==> config.mk <==
export PLATFORM = sky130hd
export DESIGN_NAME = cva5_fuzz_run_ctrl_flat
export DESIGN_NICKNAME = d
export VERILOG_FILES = /design/src/rtl/cva5_fuzz_run_ctrl_if.sv /design/src/rtl/cva5_fuzz_run_ctrl.sv /design/src/flat_wrapper.sv
export SDC_FILE = /design/constraint.sdc
export NUM_CORES = 1
export LEC_CHECK = 0
export CORE_MARGIN = 2
export CORE_UTILIZATION = 45
export DETAILED_ROUTE_END_ITERATION = 10
export GPL_TIMING_DRIVEN = 0
export PLACE_DENSITY_LB_ADDON = 0.12
export SLEW_MARGIN = 10
export SYNTH_ARGS = -nofsm -noshare
export SYNTH_HDL_FRONTEND = slang
export SYNTH_SLANG_ARGS = --single-unit
==> constraint.sdc <==
create_clock -name clk -period 4 [get_ports clk]
set_input_delay 0.8 -clock clk [delete_from_list [all_inputs] [get_ports clk]]
set_output_delay 0.8 -clock clk [all_outputs]
set_load 0.02 [all_outputs]
==> src/rtl/cva5_fuzz_run_ctrl_if.sv <==
// Core-side bundle between the fuzz run controller and the CVA5 wrapper:
// stall, cache/BP invalidate handshakes and the exception trace.
interface cva5_fuzz_run_ctrl_if;
  logic        dexie_stall;
  logic        icache_set_invalidate_all;
  logic        bp_set_invalidate_all;
  logic        dcache_set_invalidate_all;
  logic        icache_invalidating_all;
  logic        bp_invalidating_all;
  logic        dcache_invalidating_all;
  logic        fuzztr_exception_valid;
  logic [4:0]  fuzztr_exception_code;
  logic [31:0] fuzztr_exception_tval;
  logic [31:0] fuzztr_exception_pc;

  modport master (
    output dexie_stall,
    output icache_set_invalidate_all,
    output bp_set_invalidate_all,
    output dcache_set_invalidate_all,
    input  icache_invalidating_all,
    input  bp_invalidating_all,
    input  dcache_invalidating_all,
    input  fuzztr_exception_valid,
    input  fuzztr_exception_code,
    input  fuzztr_exception_tval,
    input  fuzztr_exception_pc
  );

  modport slave (
    input  dexie_stall,
    input  icache_set_invalidate_all,
    input  bp_set_invalidate_all,
    input  dcache_set_invalidate_all,
    output icache_invalidating_all,
    output bp_invalidating_all,
    output dcache_invalidating_all,
    output fuzztr_exception_valid,
    output fuzztr_exception_code,
    output fuzztr_exception_tval,
    output fuzztr_exception_pc
  );
endinterface

==> src/rtl/cva5_fuzz_run_ctrl.sv <==
// Sequences one fuzzing run: invalidate caches/BP, release the core, stop on
// exception/abort/timeout, drain, then report status and the captured record.
module cva5_fuzz_run_ctrl #(
  parameter int CNT_W        = 32,
  parameter int DRAIN_CYCLES = 4
) (
  input  logic                     clk,
  input  logic                     rst,
  input  logic                     start,
  input  logic                     abort,
  input  logic [CNT_W-1:0]         timeout_cycles,
  cva5_fuzz_run_ctrl_if.master     core,
  output logic                     busy,
  output logic                     done,
  output logic [1:0]               status,
  output logic [4:0]               exc_code_q,
  output logic [31:0]              exc_tval_q,
  output logic [31:0]              exc_pc_q,
  output logic [CNT_W-1:0]         run_cycles
);

  localparam int DW = (DRAIN_CYCLES > 1) ? $clog2(DRAIN_CYCLES) : 1;

  typedef enum logic [2:0] {
    IDLE,
    INV_REQ,
    INV_WAIT,
    RUN,
    DRAIN,
    DONE
  } state_t;

  state_t           state, state_n;
  logic [CNT_W-1:0] timeout_q, timeout_n;
  logic [CNT_W-1:0] run_n;
  logic [1:0]       status_n;
  logic [4:0]       code_n;
  logic [31:0]      tval_n, pc_n;
  logic             abort_latch, abort_latch_n;
  logic             wait_done, wait_done_n;
  logic [DW-1:0]    drain_cnt, drain_cnt_n;
  logic             flags_busy;
  logic             stall_n, inv_n, busy_n, done_n;

  assign flags_busy = core.icache_invalidating_all | core.bp_invalidating_all |
                      core.dcache_invalidating_all;

  always_comb begin
    state_n       = state;
    timeout_n     = timeout_q;
    run_n         = run_cycles;
    status_n      = status;
    code_n        = exc_code_q;
    tval_n        = exc_tval_q;
    pc_n          = exc_pc_q;
    abort_latch_n = abort_latch;
    wait_done_n   = wait_done;
    drain_cnt_n   = drain_cnt;

    case (state)
      IDLE: begin
        if (start) begin
          state_n       = INV_REQ;
          status_n      = 2'd0;
          code_n        = '0;
          tval_n        = '0;
          pc_n          = '0;
          run_n         = '0;
          abort_latch_n = 1'b0;
          timeout_n     = timeout_cycles;
        end
      end
      INV_REQ: begin
        state_n     = INV_WAIT;
        wait_done_n = 1'b0;
        if (abort) abort_latch_n = 1'b1;
      end
      INV_WAIT: begin
        if (abort) abort_latch_n = 1'b1;
        // First INV_WAIT cycle is unconditional so late-rising flags are seen.
        wait_done_n = 1'b1;
        if (wait_done && !flags_busy) state_n = RUN;
      end
      RUN: begin
        if (run_cycles != '1) run_n = run_cycles + CNT_W'(1);
        drain_cnt_n = '0;
        if (core.fuzztr_exception_valid) begin
          code_n   = core.fuzztr_exception_code;
          tval_n   = core.fuzztr_exception_tval;
          pc_n     = core.fuzztr_exception_pc;
          status_n = 2'd1;
          state_n  = DRAIN;
        end else if (abort || abort_latch) begin
          status_n = 2'd3;
          state_n  = DRAIN;
        end else if (timeout_q != '0 && (run_cycles + CNT_W'(1)) == timeout_q) begin
          status_n = 2'd2;
          state_n  = DRAIN;
        end
      end
      DRAIN: begin
        if (drain_cnt == DW'(DRAIN_CYCLES - 1)) state_n = DONE;
        else drain_cnt_n = drain_cnt + DW'(1);
      end
      DONE: begin
        state_n = IDLE;
      end
      default: begin
        state_n = IDLE;
      end
    endcase

    // Outputs are registered versions of what the next state implies.
    stall_n = (state_n != RUN);
    inv_n   = (state_n == INV_REQ);
    busy_n  = (state_n == INV_REQ) || (state_n == INV_WAIT) ||
              (state_n == RUN) || (state_n == DRAIN);
    done_n  = (state_n == DONE);
  end

  always_ff @(posedge clk) begin
    if (!rst) begin
      state                          <= IDLE;
      timeout_q                      <= '0;
      run_cycles                     <= '0;
      status                         <= 2'd0;
      exc_code_q                     <= '0;
      exc_tval_q                     <= '0;
      exc_pc_q                       <= '0;
      abort_latch                    <= 1'b0;
      wait_done                      <= 1'b0;
      drain_cnt                      <= '0;
      core.dexie_stall               <= 1'b1;
      core.icache_set_invalidate_all <= 1'b0;
      core.bp_set_invalidate_all     <= 1'b0;
      core.dcache_set_invalidate_all <= 1'b0;
      busy                           <= 1'b0;
      done                           <= 1'b0;
    end else begin
      state                          <= state_n;
      timeout_q                      <= timeout_n;
      run_cycles                     <= run_n;
      status                         <= status_n;
      exc_code_q                     <= code_n;
      exc_tval_q                     <= tval_n;
      exc_pc_q                       <= pc_n;
      abort_latch                    <= abort_latch_n;
      wait_done                      <= wait_done_n;
      drain_cnt                      <= drain_cnt_n;
      core.dexie_stall               <= stall_n;
      core.icache_set_invalidate_all <= inv_n;
      core.bp_set_invalidate_all     <= inv_n;
      core.dcache_set_invalidate_all <= inv_n;
      busy                           <= busy_n;
      done                           <= done_n;
    end
  end

endmodule

==> src/flat_wrapper.sv <==
// flat-port wrapper written by rule: the top's interface ports become plain ports
module cva5_fuzz_run_ctrl_flat 
#(
  parameter int CNT_W        = 32,
  parameter int DRAIN_CYCLES = 4
)
  (clk, rst, start, abort, timeout_cycles, busy, done, status, exc_code_q, exc_tval_q, exc_pc_q, run_cycles, core_dexie_stall, core_icache_set_invalidate_all, core_bp_set_invalidate_all, core_dcache_set_invalidate_all, core_icache_invalidating_all, core_bp_invalidating_all, core_dcache_invalidating_all, core_fuzztr_exception_valid, core_fuzztr_exception_code, core_fuzztr_exception_tval, core_fuzztr_exception_pc);
  cva5_fuzz_run_ctrl_if core_i ();
  input  logic clk;
  input  logic rst;
  input  logic start;
  input  logic abort;
  input  logic [CNT_W-1:0] timeout_cycles;
  output logic busy;
  output logic done;
  output logic [1:0] status;
  output logic [4:0] exc_code_q;
  output logic [31:0] exc_tval_q;
  output logic [31:0] exc_pc_q;
  output logic [CNT_W-1:0] run_cycles;
  output wire logic [$bits(core_i.dexie_stall)-1:0] core_dexie_stall;
  output wire logic [$bits(core_i.icache_set_invalidate_all)-1:0] core_icache_set_invalidate_all;
  output wire logic [$bits(core_i.bp_set_invalidate_all)-1:0] core_bp_set_invalidate_all;
  output wire logic [$bits(core_i.dcache_set_invalidate_all)-1:0] core_dcache_set_invalidate_all;
  input wire logic [$bits(core_i.icache_invalidating_all)-1:0] core_icache_invalidating_all;
  input wire logic [$bits(core_i.bp_invalidating_all)-1:0] core_bp_invalidating_all;
  input wire logic [$bits(core_i.dcache_invalidating_all)-1:0] core_dcache_invalidating_all;
  input wire logic [$bits(core_i.fuzztr_exception_valid)-1:0] core_fuzztr_exception_valid;
  input wire logic [$bits(core_i.fuzztr_exception_code)-1:0] core_fuzztr_exception_code;
  input wire logic [$bits(core_i.fuzztr_exception_tval)-1:0] core_fuzztr_exception_tval;
  input wire logic [$bits(core_i.fuzztr_exception_pc)-1:0] core_fuzztr_exception_pc;
  assign core_dexie_stall = core_i.dexie_stall;
  assign core_icache_set_invalidate_all = core_i.icache_set_invalidate_all;
  assign core_bp_set_invalidate_all = core_i.bp_set_invalidate_all;
  assign core_dcache_set_invalidate_all = core_i.dcache_set_invalidate_all;
  assign core_i.icache_invalidating_all = core_icache_invalidating_all;
  assign core_i.bp_invalidating_all = core_bp_invalidating_all;
  assign core_i.dcache_invalidating_all = core_dcache_invalidating_all;
  assign core_i.fuzztr_exception_valid = core_fuzztr_exception_valid;
  assign core_i.fuzztr_exception_code = core_fuzztr_exception_code;
  assign core_i.fuzztr_exception_tval = core_fuzztr_exception_tval;
  assign core_i.fuzztr_exception_pc = core_fuzztr_exception_pc;
  cva5_fuzz_run_ctrl #(.CNT_W(CNT_W), .DRAIN_CYCLES(DRAIN_CYCLES)) u_core (.clk(clk), .rst(rst), .start(start), .abort(abort), .timeout_cycles(timeout_cycles), .core(core_i), .busy(busy), .done(done), .status(status), .exc_code_q(exc_code_q), .exc_tval_q(exc_tval_q), .exc_pc_q(exc_pc_q), .run_cycles(run_cycles));
endmodule
==> impl_metrics.json, run 1 <==
{
  "num_rows": 44,
  "synthArstFlopShare_pct": 0,
  "fin_skew_ps": 8.24,
  "nFillCells": 1216,
  "dr.pass1.iters": 5,
  "synth.distinct_cells": 59,
  "r2r-start": "u_core.run_cycles[0]$_SDFFE_PN0P_",
  "vias": 6697,
  "remaining_drc_errors": 0,
  "fin_crit_ps": 3650,
  "status": "finished, final reports clean",
  "n_antenna_cell": 0,
  "cp.required_ps": 4290,
  "syn_nets": 874,
  "netlist.top_cell.by_area": "dfxtp_1",
  "die_y_um": 125,
  "drt_iter0_drc": 542,
  "routed_via_density": 5.60,
  "synth_area_um2": 6570,
  "min_path_type": "flop to flop",
  "synth-seq-cells": 146,
  "synth-simple-area-share_pct": 23.1,
  "max-vdd-ir-drop_uv": 295,
  "port_buffers": 217,
  "worstSkewPairLatency_ps": 430,
  "cts_setup_buffers": 0,
  "track_usage_pct": 26.5,
  "placed_cell_area_um2": 8970,
  "synth_top_family_by_area": "simple AND/OR/NAND/NOR gates",
  "synth_area_leaders": "dfxtp_1 (44%), a22o_1 (8.8%), nand2_1 (5.3%)",
  "yosys_most_used_dff": "dfxtp_1",
  "grt_pass1_wl_mm": 33.3,
  "grt_pass1_vias": 6394,
  "cap_violations": 0,
  "syn_to_final_growth_pct": 46.3,
  "clkTransAtPathRegs_ps": 60,
  "design.core.area_um2": 14400,
  "drt-total-wl_mm": 20.7,
  "die_x_um": 125,
  "use_met2_pct": 41.7,
  "syn_area_per_cell_um2": 8.61,
  "clock_sinks": 146,
  "synth_compound_area_share_pct": 21.8,
  "critPathLaunchType": "flop",
  "grt.met1_usage_pct": 35.9,
  "hold_viol_final": 0,
  "startpoint": "u_core.run_cycles[0]$_SDFFE_PN0P_",
  "worstHoldPathCells": 2,
  "yosys.area_share.xor_xnor_pct": 5.60,
  "syn_inst": 763,
  "power_density_nw_per_um2": 401,
  "die_area_um2": 15600,
  "synth-seq-area-share_pct": 44.5,
  "drtAntennaViolNets": 0,
  "overflow": 0,
  "hpwl_mm": 15.0,
  "antenna_found_initial": 0,
  "htreeDepth": 4,
  "worstMarginPinSlew_ps": 1010,
  "drive_gt1_share_pct": 5.43,
  "leakage_nw": 3.45,
  "slowest_stage": "or3_1",
  "worst_hold_startpoint": "u_core.exc_pc_q[6]$_SDFFE_PN0P_",
  "maxSlewViolCount": 0,
  "path_class": "flop to flop",
  "synthAdderAreaFrac_pct": 0.381,
  "layout_commonest_cell": "clkdlybuf4s50_1",
  "finalCritPeriodShare_pct": 91.3,
  "gp_congestion": 0.922,
  "wl_per_cell_um": 17.3,
  "synthMuxAreaShare_pct": 0.781,
  "setup_viol": 0,
  "crit_fanout": 9,
  "max_slew_margin_pct": 31.9,
  "cp_cell_sequence": "ha_1 > nand3_1 > or3_1 > nor4_2 > mux2i_1 > o21ai_0 > a211oi_1 > nand4_1 > a31oi_1 > nor2_1",
  "critPathCaptureType": "flop",
  "synth_top_area_share_pct": 44.5,
  "final_nets": 1110,
  "start_util_pct": 45.6,
  "final_util_pct": 66.6,
  "cts_root_buf": "clkbuf_16",
  "reg2reg_depth": 10,
  "ios": 218,
  "synth_enable_flop_cells": 0,
  "crit_arrival_ps": 3950,
  "fmax_mhz": 274,
  "use_met3_pct": 6.66,
  "yosysWarnings": 0,
  "fin_area_um2": 9610,
  "grt_max_degree": 17,
  "gr-max-usage-layer": "met2",
  "slowest_delay_ps": 570,
  "cts_tree": "done",
  "cts.path.max_buffers": 2,
  "numCtsBuffers": 17,
  "mostFrequentLayoutCells": "clkdlybuf4s50_1 (217), dfxtp_1 (146), nand2_1 (92), a21oi_1 (68), a22o_1 (66)"
}
[metal layers]
metal | vias to the layer above | part of all wire [%]
li1 | 3244 | -
met1 | 3146 | 44
met2 | 268 | 46
met3 | 39 | 7.7
met4 | 0 | 2.2
met5 | - | 0
[flip-flops by register name, summed over array words and instances (netlist names)]
signal and flops:
u_core.exc_pc_q 32, u_core.state 3, u_core.timeout_q 32, u_core.busy 1, u_core.wait_done 1, u_core.done 1
u_core.abort_latch 1, u_core.run_cycles 32, u_core.core.icache_set_invalidate_all 1, u_core.core.dexie_stall 1, u_core.exc_tval_q 32, u_core.status 2
u_core.exc_code_q 5, u_core.drain_cnt 2
[path summary, 6_finish.rpt]
path	endpoint	slack, ps
hold / removal	u_core.exc_pc_q[6]$_SDFFE_PN0P_	470
setup reg to reg	u_core.state[1]$_SDFF_PN0_	350
hold reg to reg	u_core.exc_pc_q[6]$_SDFFE_PN0P_	470
setup / recovery	u_core.state[1]$_SDFF_PN0_	350
[stage by stage]
stage | std cells | total power, mW | TNS, ps | hold WS, ps | setup slack (ps)
2_1_floorplan | 763 | 1.92 | 0 | 454 | 1030
3_3_place_gp | 1164 | 2.18 | 0 | 456 | 314
3_5_place_dp | 1164 | 2.18 | 0 | 454 | 334
4_1_cts | 1196 | 3.86 | 0 | 472 | 278
5_1_grt | 1196 | 3.99 | -0.179 | 491 | -0.179
6_report | 1196 | 3.86 | 0 | 469 | 347
[repair_timing]
action | 4_1_cts | 5_1_grt
setup endpoints to repair | 0 | 5
hold buffers | 0 | 0
gates resized for setup | 0 | 2
[cell usage after synthesis, drive strengths merged (2+ instances only)]
library cell,n
a211oi,7
a21boi,10
a21o,8
a21oi,68
a22o,66
a31oi,7
and2,8
and3,5
and4,5
buf,13
clkbuf,45
dfxtp,146
ha,2
inv,4
mux2i,4
nand2,92
nand2b,5
nand3,26
nand3b,4
nand4,16
nand4b,2
nor2,47
nor2b,14
nor3,27
nor4,19
o21ai,30
o31a,3
or2,4
or3,8
or4,9
xnor2,27
xor2,15
[kinds of logic (layout without fill, tap and decap cells)]
family                     Yosys count  in the layout
adders and majority gates            2              2
AOI/OAI and AO/OA                  211            211
buffers and inverters               62            311
and+or+nand+nor                    295            295
muxes                                5              5
xor gates and xnor gates            42             42
DFF                                146            146
[layout make-up]
type | instances | area [um2] | share of cell area (%)
plain buffers | 58 | 235 | 2.45
multi-input cells | 555 | 3410 | 35.5
clock inverters | 13 | 184 | 1.91
clock buffers | 19 | 443 | 4.61
well taps | 184 | 230 | 2.40
flip-flops and latches | 146 | 2920 | 30.4
inverters | 4 | 15.0 | 0.156
repair buffers | 217 | 2170 | 22.6
[worst max-delay path: cells and delay by family (launching register included)]
kind / cells / cell delay, ps
simple gates: 5 / 1700
compound gates: 3 / 820
flops: 1 / 490
fa+ha+maj: 1 / 310
mux: 1 / 220
[where the power goes]
group          internal (mW)  leakage (nW)  switching (mW)  total [mW]
Combinational          0.275          1.97           0.317       0.591
Clock                   1.06         0.299           0.640        1.70
Sequential              1.51          1.18          0.0549        1.57
(Power assumes the default switching activity.)
==> inputs of run 2 (changes only) <==
--- a/config.mk
+++ b/config.mk
@@ -6,7 +6,7 @@
 export NUM_CORES = 1
 export LEC_CHECK = 0
 export CORE_MARGIN = 2
-export CORE_UTILIZATION = 45
+export CORE_UTILIZATION = 48
 export DETAILED_ROUTE_END_ITERATION = 10
 export GPL_TIMING_DRIVEN = 0
 export PLACE_DENSITY_LB_ADDON = 0.12
==> constraint.sdc (replaced) <==
create_clock -name clk -period 4.7 [get_ports clk]
set_input_delay 0.94 -clock clk [delete_from_list [all_inputs] [get_ports clk]]
set_output_delay 0.94 -clock clk [all_outputs]
set_load 0.02 [all_outputs]
==> impl_metrics.json, run 2 (same netlist as run 1, synthesis figures left out) <==
{
  "status": "finished, final reports clean",
  "max_slew_margin_pct": 33.0,
  "htreeDepth": 4,
  "worstMarginPinSlew_ps": 995,
  "finalCritPeriodShare_pct": 80.6,
  "maxSlewViolCount": 0,
  "power.internal_mw": 2.34,
  "clock_sinks": 146,
  "hpwl_mm": 15.1,
  "cap_violations": 0,
  "power_mw": 3.17,
  "dr.pass1.iters": 5,
  "final_util_pct": 71.8,
  "worst-path-buf-inv": 0,
  "die_y_um": 121,
  "worstSkewPairLatency_ps": 420,
  "syn_to_final_growth_pct": 45.2,
  "cp_top_family": "simple AND/OR/NAND/NOR gates",
  "fin_tns_setup_ps": 0,
  "p_clk_share_pct": 42.0,
  "setup_viol": 0,
  "drt_iter0_drc": 532,
  "hold_ws_ps": 469,
  "slowest_delay_ps": 560,
  "layout_commonest_cell": "clkdlybuf4s50_1",
  "power_density_nw_per_um2": 332,
  "track_usage_pct": 28.1,
  "cts_root_buf": "clkbuf_16",
  "wl_met2_mm": 9.48,
  "post_cts_resized": 0,
  "drt-total-wl_mm": 20.7,
  "leakage_nw": 3.43,
  "fmax_mhz": 264,
  "cts_tree": "done",
  "crit_arrival_ps": 4080,
  "gp_congestion": 0.924,
  "port_buffers": 217,
  "ios": 218,
  "wl_per_cell_um": 17.4,
  "instances_no_fill": 1187,
  "die_area_um2": 14600,
  "cts_setup_buffers": 0,
  "cp_cell_sequence": "ha_1 > nand3_1 > or3_1 > nor4_1 > mux2i_1 > o21ai_0 > a211oi_1 > nand4_1 > a31oi_1 > nor2_1",
  "critPathLaunchType": "flop",
  "dr.max_layer_used": "met4",
  "grt_max_degree": 17,
  "rsz0062_at_grt": "no",
  "max-vdd-ir-drop_uv": 261,
  "swShare_pct": 26.2,
  "clkTransAtPathRegs_ps": 60,
  "antenna_found_initial": 0,
  "final_nets": 1110,
  "hold_buffers": 0,
  "slowest_stage": "nor4_1",
  "drive_gt1_share_pct": 4.95,
  "met1_length_mm": 8.90,
  "placed_cells": 1156,
  "p_seq_share_pct": 42.1,
  "hold_viol_final": 0,
  "vias": 6612,
  "fin_crit_ps": 3790,
  "cp.required_ps": 4990,
  "path_class": "flop to flop",
  "grt_pass1_wl_mm": 32.3,
  "routed_via_density": 5.57,
  "critPathCaptureType": "flop",
  "drtAntennaViolNets": 0,
  "overflow": 0,
  "met3_length_mm": 1.69,
  "die_x_um": 121,
  "remaining_drc_errors": 0,
  "numCtsBuffers": 17,
  "crit_fanout": 9,
  "min_path_type": "flop to flop",
  "cts.path.max_buffers": 2,
  "mostFrequentLayoutCells": "clkdlybuf4s50_1 (217), dfxtp_1 (146), nand2_1 (92), a21oi_1 (68), a22o_1 (66)",
  "n_antenna_cell": 0,
  "fin_skew_ps": 13.0,
  "p_comb_share_pct": 15.9,
  "grt_pass1_vias": 6331,
  "start_util_pct": 49.4,
  "power.switching_mw": 0.830,
  "design.core.area_um2": 13300,
  "num_rows": 42
}
-- run 2: power by group through the flow --
stage / logic, mW / clock network, mW / registers (mW)
CTS: 0.500 / 1.34 / 1.33
floorplan: 0.265 / 0 / 1.37
global route: 0.552 / 1.40 / 1.34
detailed placement: 0.497 / 0 / 1.36
global placement: 0.492 / 0 / 1.36
finish: 0.505 / 1.33 / 1.33
-- run 2: cell type report --
type                    count  area [um2]
multi-input cells         555        3400
flip-flops and latches    146        2920
inverters                   4        15.0
clock inverters             8         103
plain buffers              58         235
clock buffers              23         478
well taps                 176         220
fillers                  1080        3750
repair buffers            217        2170
-- run 2: path summary, 6_finish.rpt --
path	from	end	slack (ps)	depth (start not counted)
worst max-delay path	u_core.run_cycles[0]$_SDFFE_PN0P_	u_core.state[1]$_SDFF_PN0_	910	10
worst min-delay path	u_core.exc_pc_q[6]$_SDFFE_PN0P_	u_core.exc_pc_q[6]$_SDFFE_PN0P_	470	2
worst max register to register	u_core.run_cycles[0]$_SDFFE_PN0P_	u_core.state[1]$_SDFF_PN0_	910	10
worst min register to register	u_core.exc_pc_q[6]$_SDFFE_PN0P_	u_core.exc_pc_q[6]$_SDFFE_PN0P_	470	2
-- run 2: per-layer routing --
metal	GRT usage, %	up-vias
met3	8.36	40
met4	10.3	0
li1	-	3242
met1	35.8	3057
met2	44.8	273
met5	0	-
-- run 2: worst register-to-register path: cells and delay by family (launching register included) --
family | cells | cell delay [ps]
and+or+nand+nor | 5 | 1760
AOI/OAI and AO/OA | 3 | 830
DFF | 1 | 500
adders and majority gates | 1 | 330
muxes | 1 | 240
-- run 2: through the flow --
stage               cell area (um2)  setup WS (ps)
floorplan                      6570           1730
global placement               8960           1000
detailed placement             8960           1020
CTS                            9540           1040
global route                   9540            660
finish                         9540            913
==> inputs of run 3 (changes only) <==
--- a/config.mk
+++ b/config.mk
@@ -6,7 +6,7 @@
 export NUM_CORES = 1
 export LEC_CHECK = 0
 export CORE_MARGIN = 2
-export CORE_UTILIZATION = 48
+export CORE_UTILIZATION = 46
 export DETAILED_ROUTE_END_ITERATION = 10
 export GPL_TIMING_DRIVEN = 0
 export PLACE_DENSITY_LB_ADDON = 0.12
==> constraint.sdc (replaced) <==
create_clock -name clk -period 3.85 [get_ports clk]
set_input_delay 0.77 -clock clk [delete_from_list [all_inputs] [get_ports clk]]
set_output_delay 0.77 -clock clk [all_outputs]
set_load 0.02 [all_outputs]
==> impl_metrics.json, run 3 (same netlist as run 1, synthesis figures left out) <==
{
  "fin_crit_ps": 3590,
  "cts_setup_buffers": 0,
  "max-vdd-ir-drop_uv": 306,
  "grt_pass1_wl_mm": 31.3,
  "grt_pass1_vias": 6020,
  "status": "finished, final reports clean",
  "setup_viol": 0,
  "grt_max_degree": 17,
  "hold_buffers": 0,
  "gp_congestion": 0.939,
  "nFillCells": 1202,
  "worst_slack_ps": 261,
  "layout_commonest_cell": "clkdlybuf4s50_1",
  "num_rows": 43,
  "design.core.area_um2": 13900,
  "fmax_mhz": 279,
  "port_buffers": 217,
  "syn_to_final_growth_pct": 45.1,
  "clkTransAtPathRegs_ps": 60,
  "crit_arrival_ps": 3960,
  "drtAntennaViolNets": 0,
  "cts_tree": "done",
  "ios": 218,
  "start_util_pct": 47.2,
  "maxSlewViolCount": 0,
  "die_x_um": 124,
  "cts.path.max_buffers": 2,
  "drt-total-wl_mm": 20.8,
  "track_usage_pct": 26.8,
  "dp_worst_setup_slack_ps": 267,
  "rsz0062_at_grt": "no",
  "wl_per_cell_um": 17.4,
  "hold_viol_final": 0,
  "min_path_type": "flop to flop",
  "fin_skew_ps": 5.34,
  "routed_via_density": 5.61,
  "cap_violations": 0,
  "htreeDepth": 4,
  "worstMarginPinSlew_ps": 881,
  "n_antenna_cell": 0,
  "die_area_um2": 15300,
  "mostFrequentLayoutCells": "clkdlybuf4s50_1 (217), dfxtp_1 (146), nand2_1 (92), a21oi_1 (68), a22o_1 (66)",
  "crit_fanout": 9,
  "fin_tns_setup_ps": 0,
  "worstSkewPairLatency_ps": 430,
  "leakage_nw": 3.42,
  "hpwl_mm": 15.1,
  "final_nets": 1110,
  "path_class": "flop to flop",
  "drt_iter0_drc": 689,
  "power_density_nw_per_um2": 397,
  "critPathLaunchType": "flop",
  "clock_sinks": 146,
  "remaining_drc_errors": 0,
  "vias": 6684,
  "drive_gt1_share_pct": 5.63,
  "finalCritPeriodShare_pct": 93.2,
  "cp.required_ps": 4220,
  "overflow": 0,
  "numCtsBuffers": 17,
  "cts_root_buf": "clkbuf_16",
  "die_y_um": 124,
  "dr.pass1.iters": 5,
  "max_slew_margin_pct": 41.0,
  "critPathCaptureType": "flop",
  "antenna_found_initial": 0
}
==> run 3: cell count changes in the layout (fill, tap and decap cells not counted), sizes merged <==
cell,delta
bufinv,-1
clkbuf,-5
clkinvlp,+1
clkinv,+6
==> run 3: per-stage QoR <==
stage / std cells / util (%) / total power, mW / hold WS [ps] / cell area [um2]
4_1_cts: 1192 / 68.3 / 3.79 / 471 / 9510
2_1_floorplan: 763 / - / 1.99 / 454 / 6570
5_1_grt: 1192 / 68.4 / 3.92 / 482 / 9530
3_3_place_gp: 1160 / 64.4 / 2.26 / 455 / 8970
3_5_place_dp: 1160 / 64.4 / 2.27 / 454 / 8970
6_report: 1192 / 68.4 / 3.78 / 467 / 9530
==> run 3: worst paths after layout <==
check                                         start                         endpoint  slack (ps)  cells past startpoint
hold / removal      u_core.exc_pc_q[6]$_SDFFE_PN0P_  u_core.exc_pc_q[6]$_SDFFE_PN0P_         470                      2
setup reg to reg  u_core.run_cycles[0]$_SDFFE_PN0P_       u_core.state[2]$_SDFF_PN0_         260                     10
setup / recovery  u_core.run_cycles[0]$_SDFFE_PN0P_       u_core.state[2]$_SDFF_PN0_         260                     10
hold reg to reg     u_core.exc_pc_q[6]$_SDFFE_PN0P_  u_core.exc_pc_q[6]$_SDFFE_PN0P_         470                      2
==> run 3: routing by layer <==
metal | vias up | GRT usage [%] | share of wire (%)
met5 | - | 0 | 0
met4 | 0 | 10.5 | 2.3
met3 | 43 | 7.01 | 8.2
met2 | 307 | 41.7 | 47
met1 | 3084 | 35.7 | 43
li1 | 3250 | - | -
==> run 3: area by class of cell <==
type	count	area (um2)	share of cell area (%)
sequential	146	2920	30.7
clock buffer	18	429	4.50
inverter	4	15.0	0.158
multi-input combinational	555	3420	35.8
tap	180	225	2.36
buffer	58	236	2.48
timing repair buffer	217	2170	22.8
clock inverter	14	116	1.22
==> run 3: worst max-delay path: stages, from the launching register on <==
cell	delay, ps
dfxtp_1	500
ha_1	310
nand3_1	300
or4_1	700
o31a_1	310
nor3_1	170
o21ai_0	100
a211oi_1	330
nand4_1	310
a31oi_1	330
and2_1	160
==> run 3: repair_timing <==
action,4_1_cts,5_1_grt
setup endpoints to repair,0,7
resized for setup,0,5
endpoints found under the hold margin,0,0
==> run 3: where the power goes <==
| part | internal [mW] | switching, mW | total (mW) |
|---|---|---|---|
| sequential | 1.57 | 0.0584 | 1.63 |
| clock | 0.883 | 0.651 | 1.53 |
| combinational | 0.286 | 0.332 | 0.618 |
| total | 2.74 | 1.04 | 3.78 |
